### config.mk
export PLATFORM = sky130hd
export DESIGN_NAME = uart_tx_arbiter
export DESIGN_NICKNAME = d
export VERILOG_FILES = /design/src/rtl/uart_tx_arbiter_pkg.sv /design/src/rtl/uart_tx_arbiter_rr_pick.sv /design/src/rtl/uart_tx_arbiter.sv
export SDC_FILE = /design/constraint.sdc
export NUM_CORES = 1
export LEC_CHECK = 0
export BUFFER_PORTS_ARGS = -buffer_cell sky130_fd_sc_hd__buf_2
export CAP_MARGIN = 5
export CORE_MARGIN = 2
export CORE_UTILIZATION = 50
export DETAILED_ROUTE_END_ITERATION = 7
export PLACE_DENSITY = 0.9
export SYNTH_ARGS = -nofsm -noshare
export SYNTH_HDL_FRONTEND = slang
export SYNTH_HIERARCHICAL = 1
export SYNTH_SLANG_ARGS = --single-unit
export TNS_END_PERCENT = 10
### constraint.sdc
create_clock -name clk -period 3 [get_ports clk]
set_input_delay 0.3 -clock clk [delete_from_list [all_inputs] [get_ports clk]]
set_output_delay 0.3 -clock clk [all_outputs]
set_load 0.02 [all_outputs]
### src/rtl/uart_tx_arbiter_pkg.sv
// Shared definitions for the UART transmit arbiter: FSM states and default limits.
package uart_tx_arbiter_pkg;

  typedef enum logic [1:0] {
    ARB   = 2'd0,
    BUSY  = 2'd1,
    DRAIN = 2'd2
  } arb_state_e;

  localparam int unsigned DEF_MAX_BURST = 32;
  localparam int unsigned DEF_BUSY_TO   = 16;

endpackage

### src/rtl/uart_tx_arbiter_rr_pick.sv
// Combinational round-robin picker: first set request after ptr_i, wrapping modulo N.
module uart_tx_arbiter_rr_pick #(
  parameter int unsigned N  = 4,
  parameter int unsigned IW = $clog2(N)
) (
  input  logic [N-1:0]  req_i,
  input  logic [IW-1:0] ptr_i,
  output logic [N-1:0]  gnt_o,
  output logic [IW-1:0] idx_o,
  output logic          any_o
);

  logic [IW-1:0] cand;

  always_comb begin
    gnt_o = '0;
    idx_o = '0;
    any_o = 1'b0;
    cand  = '0;
    for (int unsigned k = 1; k <= N; k++) begin
      cand = IW'((32'(ptr_i) + k) % N);
      if (!any_o && req_i[cand]) begin
        any_o = 1'b1;
        idx_o = cand;
      end
    end
    if (any_o) gnt_o[idx_o] = 1'b1;
  end

endmodule

### src/rtl/uart_tx_arbiter.sv
// Shares one uart_tx_sol among N_REQ byte-stream requesters with round-robin,
// message-locked arbitration and the tx en/rdy handshake.
module uart_tx_arbiter
  import uart_tx_arbiter_pkg::*;
#(
  parameter int unsigned N_REQ     = 4,
  parameter int unsigned MAX_BURST = DEF_MAX_BURST,
  parameter int unsigned BUSY_TO   = DEF_BUSY_TO
) (
  input  logic                       clk,
  input  logic                       rst,
  input  logic [N_REQ-1:0]           req_valid,
  input  logic [8*N_REQ-1:0]         req_data,
  input  logic [N_REQ-1:0]           req_last,
  output logic [N_REQ-1:0]           req_ready,
  output logic [7:0]                 tx_data,
  output logic                       tx_en,
  input  logic                       tx_rdy,
  output logic [$clog2(N_REQ)-1:0]   gnt_id,
  output logic                       locked,
  output logic                       err_stall,
  input  logic                       err_clr
);

  localparam int unsigned IW = $clog2(N_REQ);
  localparam int unsigned TW = $clog2(BUSY_TO + 1);

  arb_state_e    state_q, state_d;
  logic [IW-1:0] rr_ptr_q, rr_ptr_d;
  logic [IW-1:0] gnt_id_q, gnt_id_d;
  logic [7:0]    cnt_q, cnt_d;
  logic [7:0]    tx_data_q, tx_data_d;
  logic          tx_en_q, tx_en_d;
  logic          locked_q, locked_d;
  logic          err_q, err_d;
  logic [TW-1:0] to_q, to_d;

  logic [7:0]       data_arr [N_REQ];
  logic [N_REQ-1:0] owner_mask, elig, pick_oh;
  logic [IW-1:0]    pick_idx;
  logic             pick_any;
  logic [7:0]       burst_cnt;

  for (genvar g = 0; g < N_REQ; g++) begin : g_data
    assign data_arr[g] = req_data[8*g +: 8];
  end

  // While locked only the owner is eligible, even if its valid is low.
  always_comb begin
    owner_mask           = '0;
    owner_mask[gnt_id_q] = 1'b1;
    elig = locked_q ? (req_valid & owner_mask) : req_valid;
  end

  uart_tx_arbiter_rr_pick #(.N(N_REQ), .IW(IW)) u_pick (
    .req_i (elig),
    .ptr_i (rr_ptr_q),
    .gnt_o (pick_oh),
    .idx_o (pick_idx),
    .any_o (pick_any)
  );

  always_comb begin
    state_d   = state_q;
    rr_ptr_d  = rr_ptr_q;
    gnt_id_d  = gnt_id_q;
    cnt_d     = cnt_q;
    tx_data_d = tx_data_q;
    tx_en_d   = 1'b0;
    locked_d  = locked_q;
    to_d      = to_q;
    err_d     = err_clr ? 1'b0 : err_q;
    req_ready = '0;
    burst_cnt = cnt_q + 8'd1;
    unique case (state_q)
      ARB: begin
        if (tx_rdy && pick_any) begin
          req_ready = pick_oh;
          tx_data_d = data_arr[pick_idx];
          tx_en_d   = 1'b1;
          gnt_id_d  = pick_idx;
          rr_ptr_d  = pick_idx;
          to_d      = '0;
          state_d   = BUSY;
          if (req_last[pick_idx] || burst_cnt == 8'(MAX_BURST)) begin
            locked_d = 1'b0;
            cnt_d    = '0;
          end else begin
            locked_d = 1'b1;
            cnt_d    = burst_cnt;
          end
        end
      end
      BUSY: begin
        // to_q counts from the tx_en cycle, so a stall is flagged BUSY_TO cycles after it.
        if (!tx_rdy) begin
          state_d = DRAIN;
        end else if (to_q == TW'(BUSY_TO - 1)) begin
          err_d   = 1'b1;
          state_d = DRAIN;
        end else begin
          to_d = to_q + 1'b1;
        end
      end
      DRAIN: begin
        if (tx_rdy) state_d = ARB;
      end
      default: state_d = ARB;
    endcase
  end

  always_ff @(posedge clk) begin
    if (rst) begin
      state_q   <= ARB;
      rr_ptr_q  <= IW'(N_REQ - 1);
      gnt_id_q  <= '0;
      cnt_q     <= '0;
      tx_data_q <= '0;
      tx_en_q   <= 1'b0;
      locked_q  <= 1'b0;
      err_q     <= 1'b0;
      to_q      <= '0;
    end else begin
      state_q   <= state_d;
      rr_ptr_q  <= rr_ptr_d;
      gnt_id_q  <= gnt_id_d;
      cnt_q     <= cnt_d;
      tx_data_q <= tx_data_d;
      tx_en_q   <= tx_en_d;
      locked_q  <= locked_d;
      err_q     <= err_d;
      to_q      <= to_d;
    end
  end

  assign tx_data   = tx_data_q;
  assign tx_en     = tx_en_q;
  assign gnt_id    = gnt_id_q;
  assign locked    = locked_q;
  assign err_stall = err_q;

endmodule

# Yosys cells after proc, flatten, opt, wreduce, memory -nomap -nowiden
# Index checks and enable logic that the tools add are counted.
# Widths: inputs -> output; s select.
[op_classes] add_sub_neg=6 magnitude_cmp=9 eq_ne=9 muxes=45 bitwise=3 reduce_logical=16
[ops] cell="$mux 8" n=3
[ops] cell="$lt 2x3->1 const B" n=6
[ops] cell="$mux 1" n=17
[ops] cell="$bmux 8 s2" n=1
[ops] cell="$mux 2" n=8
[ops] cell="$mux 4" n=4
[ops] cell="$mux 5" n=3
[ops] cell="$bmux 1 s2" n=5
[ops] cell="$pmux 5 s2" n=1
[ops] cell="$add 8x1->8 const B" n=1
[ops] cell="$eq 8x6->1 const B" n=1
[ops] cell="$ne 2x2->1 const B" n=4
[ops] cell="$logic_and 1x1->1" n=6
[ops] cell="$pmux 2 s3" n=1
[ops] cell="$add 5x1->5 const B" n=1
[ops] cell="$eq 5x4->1 const B" n=1
[ops] cell="$add 2x1->2 const B" n=2
[ops] cell="$add 2x2->2 const B" n=2
[ops] cell="$and 4x4->4" n=1
[ops] cell="$demux 1 s2" n=2
[ops] cell="$ge 2x1->1 const B" n=2
[ops] cell="$reduce_and 4->1" n=1
[ops] cell="$ge 3x3->1 const B" n=1
[ops] cell="$logic_not 1->1" n=3
[ops] cell="11 further kinds" n=11
[word_totals] ff_bits=30 output_inout_bits=17 wordCells=97

# Logic depth before layout (Yosys ltp)
[depth] word_depth=25 depth_mapped=11 ltp_nobuf=10

# Modules after synthesis
# The synthesis kept the hierarchy.
[modules_own_cells] module="uart_tx_arbiter" instances=1 cells_each=188 area_per_inst_um2=1627.8
[modules_own_cells] module="uart_tx_arbiter_rr_pick" instances=1 cells_each=27 area_per_inst_um2=158.9

# Worst setup path after synthesis
# OpenSTA, ideal clock, no wires.
[synth_path] path_kind="reg-to-reg" startpoint="register gnt_id_q[1] (netlist: gnt_id[1])" endpoint="register cnt_q[6]" arrival_time_ps=2699 required_ps=2935 setup_slack_ps=236 stages_incl_launch_ff=11 n_path_buf=1 synth_period_minus_slack_ps=2764 path_cell_list="dfxtp_1 -> nand2b_1 -> a21boi_0 -> nor2_1 -> o311ai_0 -> buf_6 -> mux4_2 -> nor2_4 -> nand4_1 -> o21a_1 -> nor2_1"
[synth_via] elab_chain_cells=22
[synth_lines] item="from (decl)" line_no="uart_tx_arbiter.sv:30" rtl="logic [IW-1:0] gnt_id_q, gnt_id_d;"
[synth_lines] item="from (signal assigned)" line_no="uart_tx_arbiter.sv:126" rtl="gnt_id_q <= gnt_id_d;"
[synth_lines] item="$lt 2x3->1 (not written as such) or $ge 2x1->1 (tied branches)" line_no="uart_tx_arbiter.sv:51" rtl="owner_mask[gnt_id_q] = 1'b1;"
[synth_lines] item="$logic_and 1x1->1 (not written as such)" line_no="uart_tx_arbiter.sv:51"
[synth_lines] item="$mux 1 (not written as such)" line_no="uart_tx_arbiter.sv:51"
[synth_lines] item="$demux 1 s2 *" line_no="uart_tx_arbiter.sv:51"
[synth_lines] item="$and 4x4->4 *" line_no="uart_tx_arbiter.sv:52" rtl="elig = locked_q ? (req_valid & owner_mask) : req_valid;"
[synth_lines] item="$mux 4 *" line_no="uart_tx_arbiter.sv:52"
[synth_lines] item="net elig[1]" line_no="uart_tx_arbiter.sv:39" rtl="logic [N_REQ-1:0] owner_mask, elig, pick_oh;"
[synth_lines] item="$bmux 1 s2" line_no="uart_tx_arbiter_rr_pick.sv:22" rtl="if (!any_o && req_i[cand]) begin"
[synth_lines] item="(+8 left out)"
[synth_lines] item="$logic_not 1->1" line_no="uart_tx_arbiter_rr_pick.sv:22"
[synth_lines] item="$logic_and 1x1->1" line_no="uart_tx_arbiter_rr_pick.sv:22"
[synth_lines] item="$mux 2 *" line_no="uart_tx_arbiter_rr_pick.sv:22"
[synth_lines] item="net pick_idx[0]" line_no="uart_tx_arbiter.sv:40" rtl="logic [IW-1:0] pick_idx;"
[synth_lines] item="$bmux 1 s2 *" line_no="uart_tx_arbiter.sv:85" rtl="if (req_last[pick_idx] || burst_cnt == 8'(MAX_BURST)) begin"
[synth_lines] item="$mux 1 (not written as such) *" line_no="uart_tx_arbiter.sv:85"
[synth_lines] item="$logic_or 1x1->1 *" line_no="uart_tx_arbiter.sv:85"
[synth_lines] item="$mux 8 *" line_no="uart_tx_arbiter.sv:85"
[synth_lines] item="to (signal assigned)" line_no="uart_tx_arbiter.sv:127" rtl="cnt_q <= cnt_d;"
[synth_lines] item="to (decl)" line_no="uart_tx_arbiter.sv:31" rtl="logic [7:0] cnt_q, cnt_d;"
# Mark *: on every way through the listed nets, which the timed path passes. The rest lies on a longest branch. The select of a mux whose other input is x is not followed.
# A chain may end at the register's enable or synchronous reset.

# Final worst setup path
[layout_path] startpoint="register gnt_id_q[0] (netlist: gnt_id[0])" endpoint="output port req_ready[3]"
[layout_lines] item="$lt 2x3->1 (not written as such) or $ge 2x1->1 (tied branches)" line_no="uart_tx_arbiter.sv:51"
[layout_lines] item="$logic_and 1x1->1 (not written as such)" line_no="uart_tx_arbiter.sv:51"
[layout_lines] item="$mux 1 (not written as such)" line_no="uart_tx_arbiter.sv:51"
[layout_lines] item="$demux 1 s2 *" line_no="uart_tx_arbiter.sv:51"
[layout_lines] item="$and 4x4->4 *" line_no="uart_tx_arbiter.sv:52"
[layout_lines] item="$mux 4 *" line_no="uart_tx_arbiter.sv:52"
[layout_lines] item="net elig[3]" line_no="uart_tx_arbiter.sv:39"
[layout_lines] item="$bmux 1 s2" line_no="uart_tx_arbiter_rr_pick.sv:22"
[layout_lines] item="(+7 left out)"
[layout_lines] item="$mux 1" line_no="uart_tx_arbiter_rr_pick.sv:22"
[layout_lines] item="$logic_not 1->1" line_no="uart_tx_arbiter_rr_pick.sv:22"
[layout_lines] item="$logic_and 1x1->1" line_no="uart_tx_arbiter_rr_pick.sv:22"
[layout_lines] item="$mux 1 *" line_no="uart_tx_arbiter_rr_pick.sv:22"
[layout_lines] item="net pick_any" line_no="uart_tx_arbiter.sv:41" rtl="logic pick_any;"
[layout_lines] item="$mux 4 or $logic_and 1x1->1 (tied branches)" line_no="uart_tx_arbiter_rr_pick.sv:27, uart_tx_arbiter.sv:77"
[layout_lines] item="$mux 4 *" line_no="uart_tx_arbiter.sv:77" rtl="if (tx_rdy && pick_any) begin"
[layout_lines] item="$mux 4 *" line_no="uart_tx_arbiter.sv:75" rtl="unique case (state_q)"
[layout_lines] item="to (decl)" line_no="uart_tx_arbiter.sv:15" rtl="output logic [N_REQ-1:0] req_ready,"
# Marks and branches as above.

==> impl_metrics.json <==
{
  "syn-num-nets": 262,
  "grt_overflow": 0,
  "die_area_sq_um": 4070,
  "hold_viol": 0,
  "fin_ws_ns": 0.275,
  "synthTopCellsByArea": "dfxtp_1 (34%), mux4_2 (11%), nand2_1 (7.4%)",
  "hpwl_microns": 3210,
  "layout-drive-gt1-share_pct": 32.0,
  "synth_edf_count": 0,
  "antenna_found_initial": 0,
  "synth_commonest_cells": "nand2_1 (35), dfxtp_1 (30), a21oi_1 (20)",
  "p_leak_nw": 0.950,
  "async_flop_share_pct": 0,
  "cp.arrival_ns": 2.42,
  "irDropWorstVdd_mv": 0.305,
  "grt_pass1_vias": 1675,
  "ctsHoldBuffers": 0,
  "diodes": 0,
  "drc": 0,
  "vias_per_cell": 5.65,
  "outcome": "completed",
  "reg2reg_depth": 10,
  "hold_path.class": "in2reg",
  "p_per_area_nw_per_um2": 447,
  "crit_required_ns": 2.70,
  "drt_iter0_drc": 88,
  "start_kind": "register",
  "fmax_mhz": 367,
  "worstMarginPinSlew_ns": 0.574,
  "io_buffers": 60,
  "r2r-end": "cnt_q[6]",
  "ant_nets": 0,
  "grt_usage_pct": 21.5,
  "yosysMostFrequentCell": "nand2_1",
  "io_pins": 61,
  "rsz0062_at_grt": "no",
  "synth_top_flop_cell": "dfxtp_1",
  "setup_viol": 0,
  "min_path_cells": 4,
  "dieWidth_microns": 63.8,
  "synth_cells": 215,
  "area.sequential_sq_um": 601,
  "synth.distinct_cells": 47,
  "min_to": "err_stall",
  "clk_pin_slew_ns": 0.10,
  "yosysTopAreaCell": "dfxtp_1",
  "nFillCells": 310,
  "maxCapViolations": 0,
  "start_util_pct": 52.7,
  "die_y_microns": 63.8,
  "min_period_over_period_pct": 90.8,
  "cts.sink_count": 30,
  "cp-end-kind": "primary output",
  "synth.cell_area_sq_um": 1790,
  "seq_area_frac_synth_pct": 33.6,
  "wl_microns": 4270,
  "reg2reg_from": "gnt_id[0]",
  "htree_levels": 2,
  "yosysWarnings": 6,
  "clk_latency_ns": 0.33,
  "synthToLayoutAreaGrowth_pct": 23.5,
  "syn_avg_cell_area_sq_um": 8.31,
  "grt_first_pass_wirelength_microns": 6870,
  "gp_congestion": 0.885,
  "min_from": "err_clr",
  "relSlewSlack_pct": 61.5,
  "fin_nets": 321,
  "ys_seq_elements": 30,
  "cts_tree": "built",
  "period_minus_slack_ns": 2.72,
  "numCtsBuffers": 5,
  "place_ws_ns": 0.383,
  "slew_viol_final": 0,
  "drt-wirelength-per-cell_microns": 13.3,
  "drt_pass1_iterations": 5,
  "multi_input_area_sq_um": 1130,
  "reg2reg_setup_slack_ns": 0.50,
  "synth.top_cell.area_share_pct": 33.6,
  "fin_worst_skew_ns": 0.0169,
  "setup_tns_ns": 0,
  "critPathKind": "reg2out",
  "clk_path_buf_depth": 2,
  "num_vias": 1813,
  "std_cell_rows": 21,
  "cp_max_fo": 25,
  "core-area_sq_um": 3390,
  "grt_max_degree": 31,
  "root_buffer": "clkbuf_4"
}
-- worst max-delay path by stage --
stage / start / to / slack, ns / depth (start not counted)
6_report: gnt_id[0] / req_ready[3] / 0.28 / 8
5_1_grt: gnt_id[1] / req_ready[3] / 0.03 / 8
4_1_cts: gnt_id[0] / req_ready[3] / 0.14 / 8
3_5_place_dp: gnt_id[0] / cnt_q[6] / 0.38 / 10
3_3_place_gp: gnt_id[0] / cnt_q[6] / 0.48 / 10
2_1_floorplan: gnt_id[1] / cnt_q[6] / 0.24 / 10
-- kinds of logic after synthesis --
kind of cell	after synthesis	share of synthesized area (%)
AO/OA/AOI/OAI	53	18.0
XOR/XNOR	5	2.45
adder cells (fa/ha/maj)	3	2.10
buffers and inverters	17	4.13
flip-flops	30	33.6
multiplexers	11	12.5
AND/OR/NAND/NOR	96	27.2
-- power by group --
part,internal (mW),switching (mW)
clock,0.113,0.139
sequential,0.421,0.0249
combinational,0.138,0.149
total,0.673,0.313
-- flip-flops by register name (all words and copies together), names as in the netlist --
signal / cells
rr_ptr_q: 2
gnt_id: 2
to_q: 5
err_stall: 1
tx_en: 1
cnt_q: 8
state_q: 2
tx_data: 8
locked: 1
-- stage by stage --
stage	area (sq um)	cells	hold slack [ns]	utilization [%]	total power, mW
global route	2210	321	0.270	65.1	1.04
floorplan	1790	215	0.432	-	0.654
detailed placement	2150	313	0.445	63.3	0.744
CTS	2210	321	0.269	65.1	0.992
finish	2210	321	0.272	65.1	0.986
global placement	2150	313	0.439	63.3	0.734
-- placed cells by master, fill, tap and decap left out, drive strengths merged, types with 2 or more instances in the layout --
cell type,instances
nand4,5
inv,4
o22ai,2
a21boi,3
nand4bb,2
nand3b,3
nor2,20
nand2b,6
nor2b,3
and2b,2
xor2,4
o21ai,14
clkbuf,7
a21oi,20
mux4,9
buf,65
ha,3
and3,3
and2,7
nor3,5
nand2,35
o21a,2
dfxtp,30
mux2i,2
-- repair_timing --
item	CTS	global route
setup buffers	0	0
endpoints found under the setup margin	0	4
gates resized for setup	0	2
-- final cells by class --
cell class	instances	share of cell area [%]
Timing Repair Buffer	65	15.3
Inverter	4	0.681
Sequential cell	30	27.2
Multi-Input combinational cell	168	51.4
Clock inverter	1	0.227
Clock buffer	7	2.50
Tap cell	46	2.61
-- routing by layer --
layer  track usage, %  vias to the layer above  share of wire (%)
met5                0                        -                  0
met1             24.4                      838                 41
met4             9.24                        0                1.8
met2             38.0                       73                 49
met3             5.28                       13                7.5
li1                 -                      889                  -
-- critical path: stages (launching register included) --
cell      delay [ns]
dfxtp_1         0.42
nand2_1         0.08
a21boi_1        0.35
nor2_1          0.17
nand2_1         0.16
nor4bb_4        0.29
buf_4           0.30
and2_1          0.16
buf_2           0.16
No activity file was read; power rests on OpenSTA's default activity.
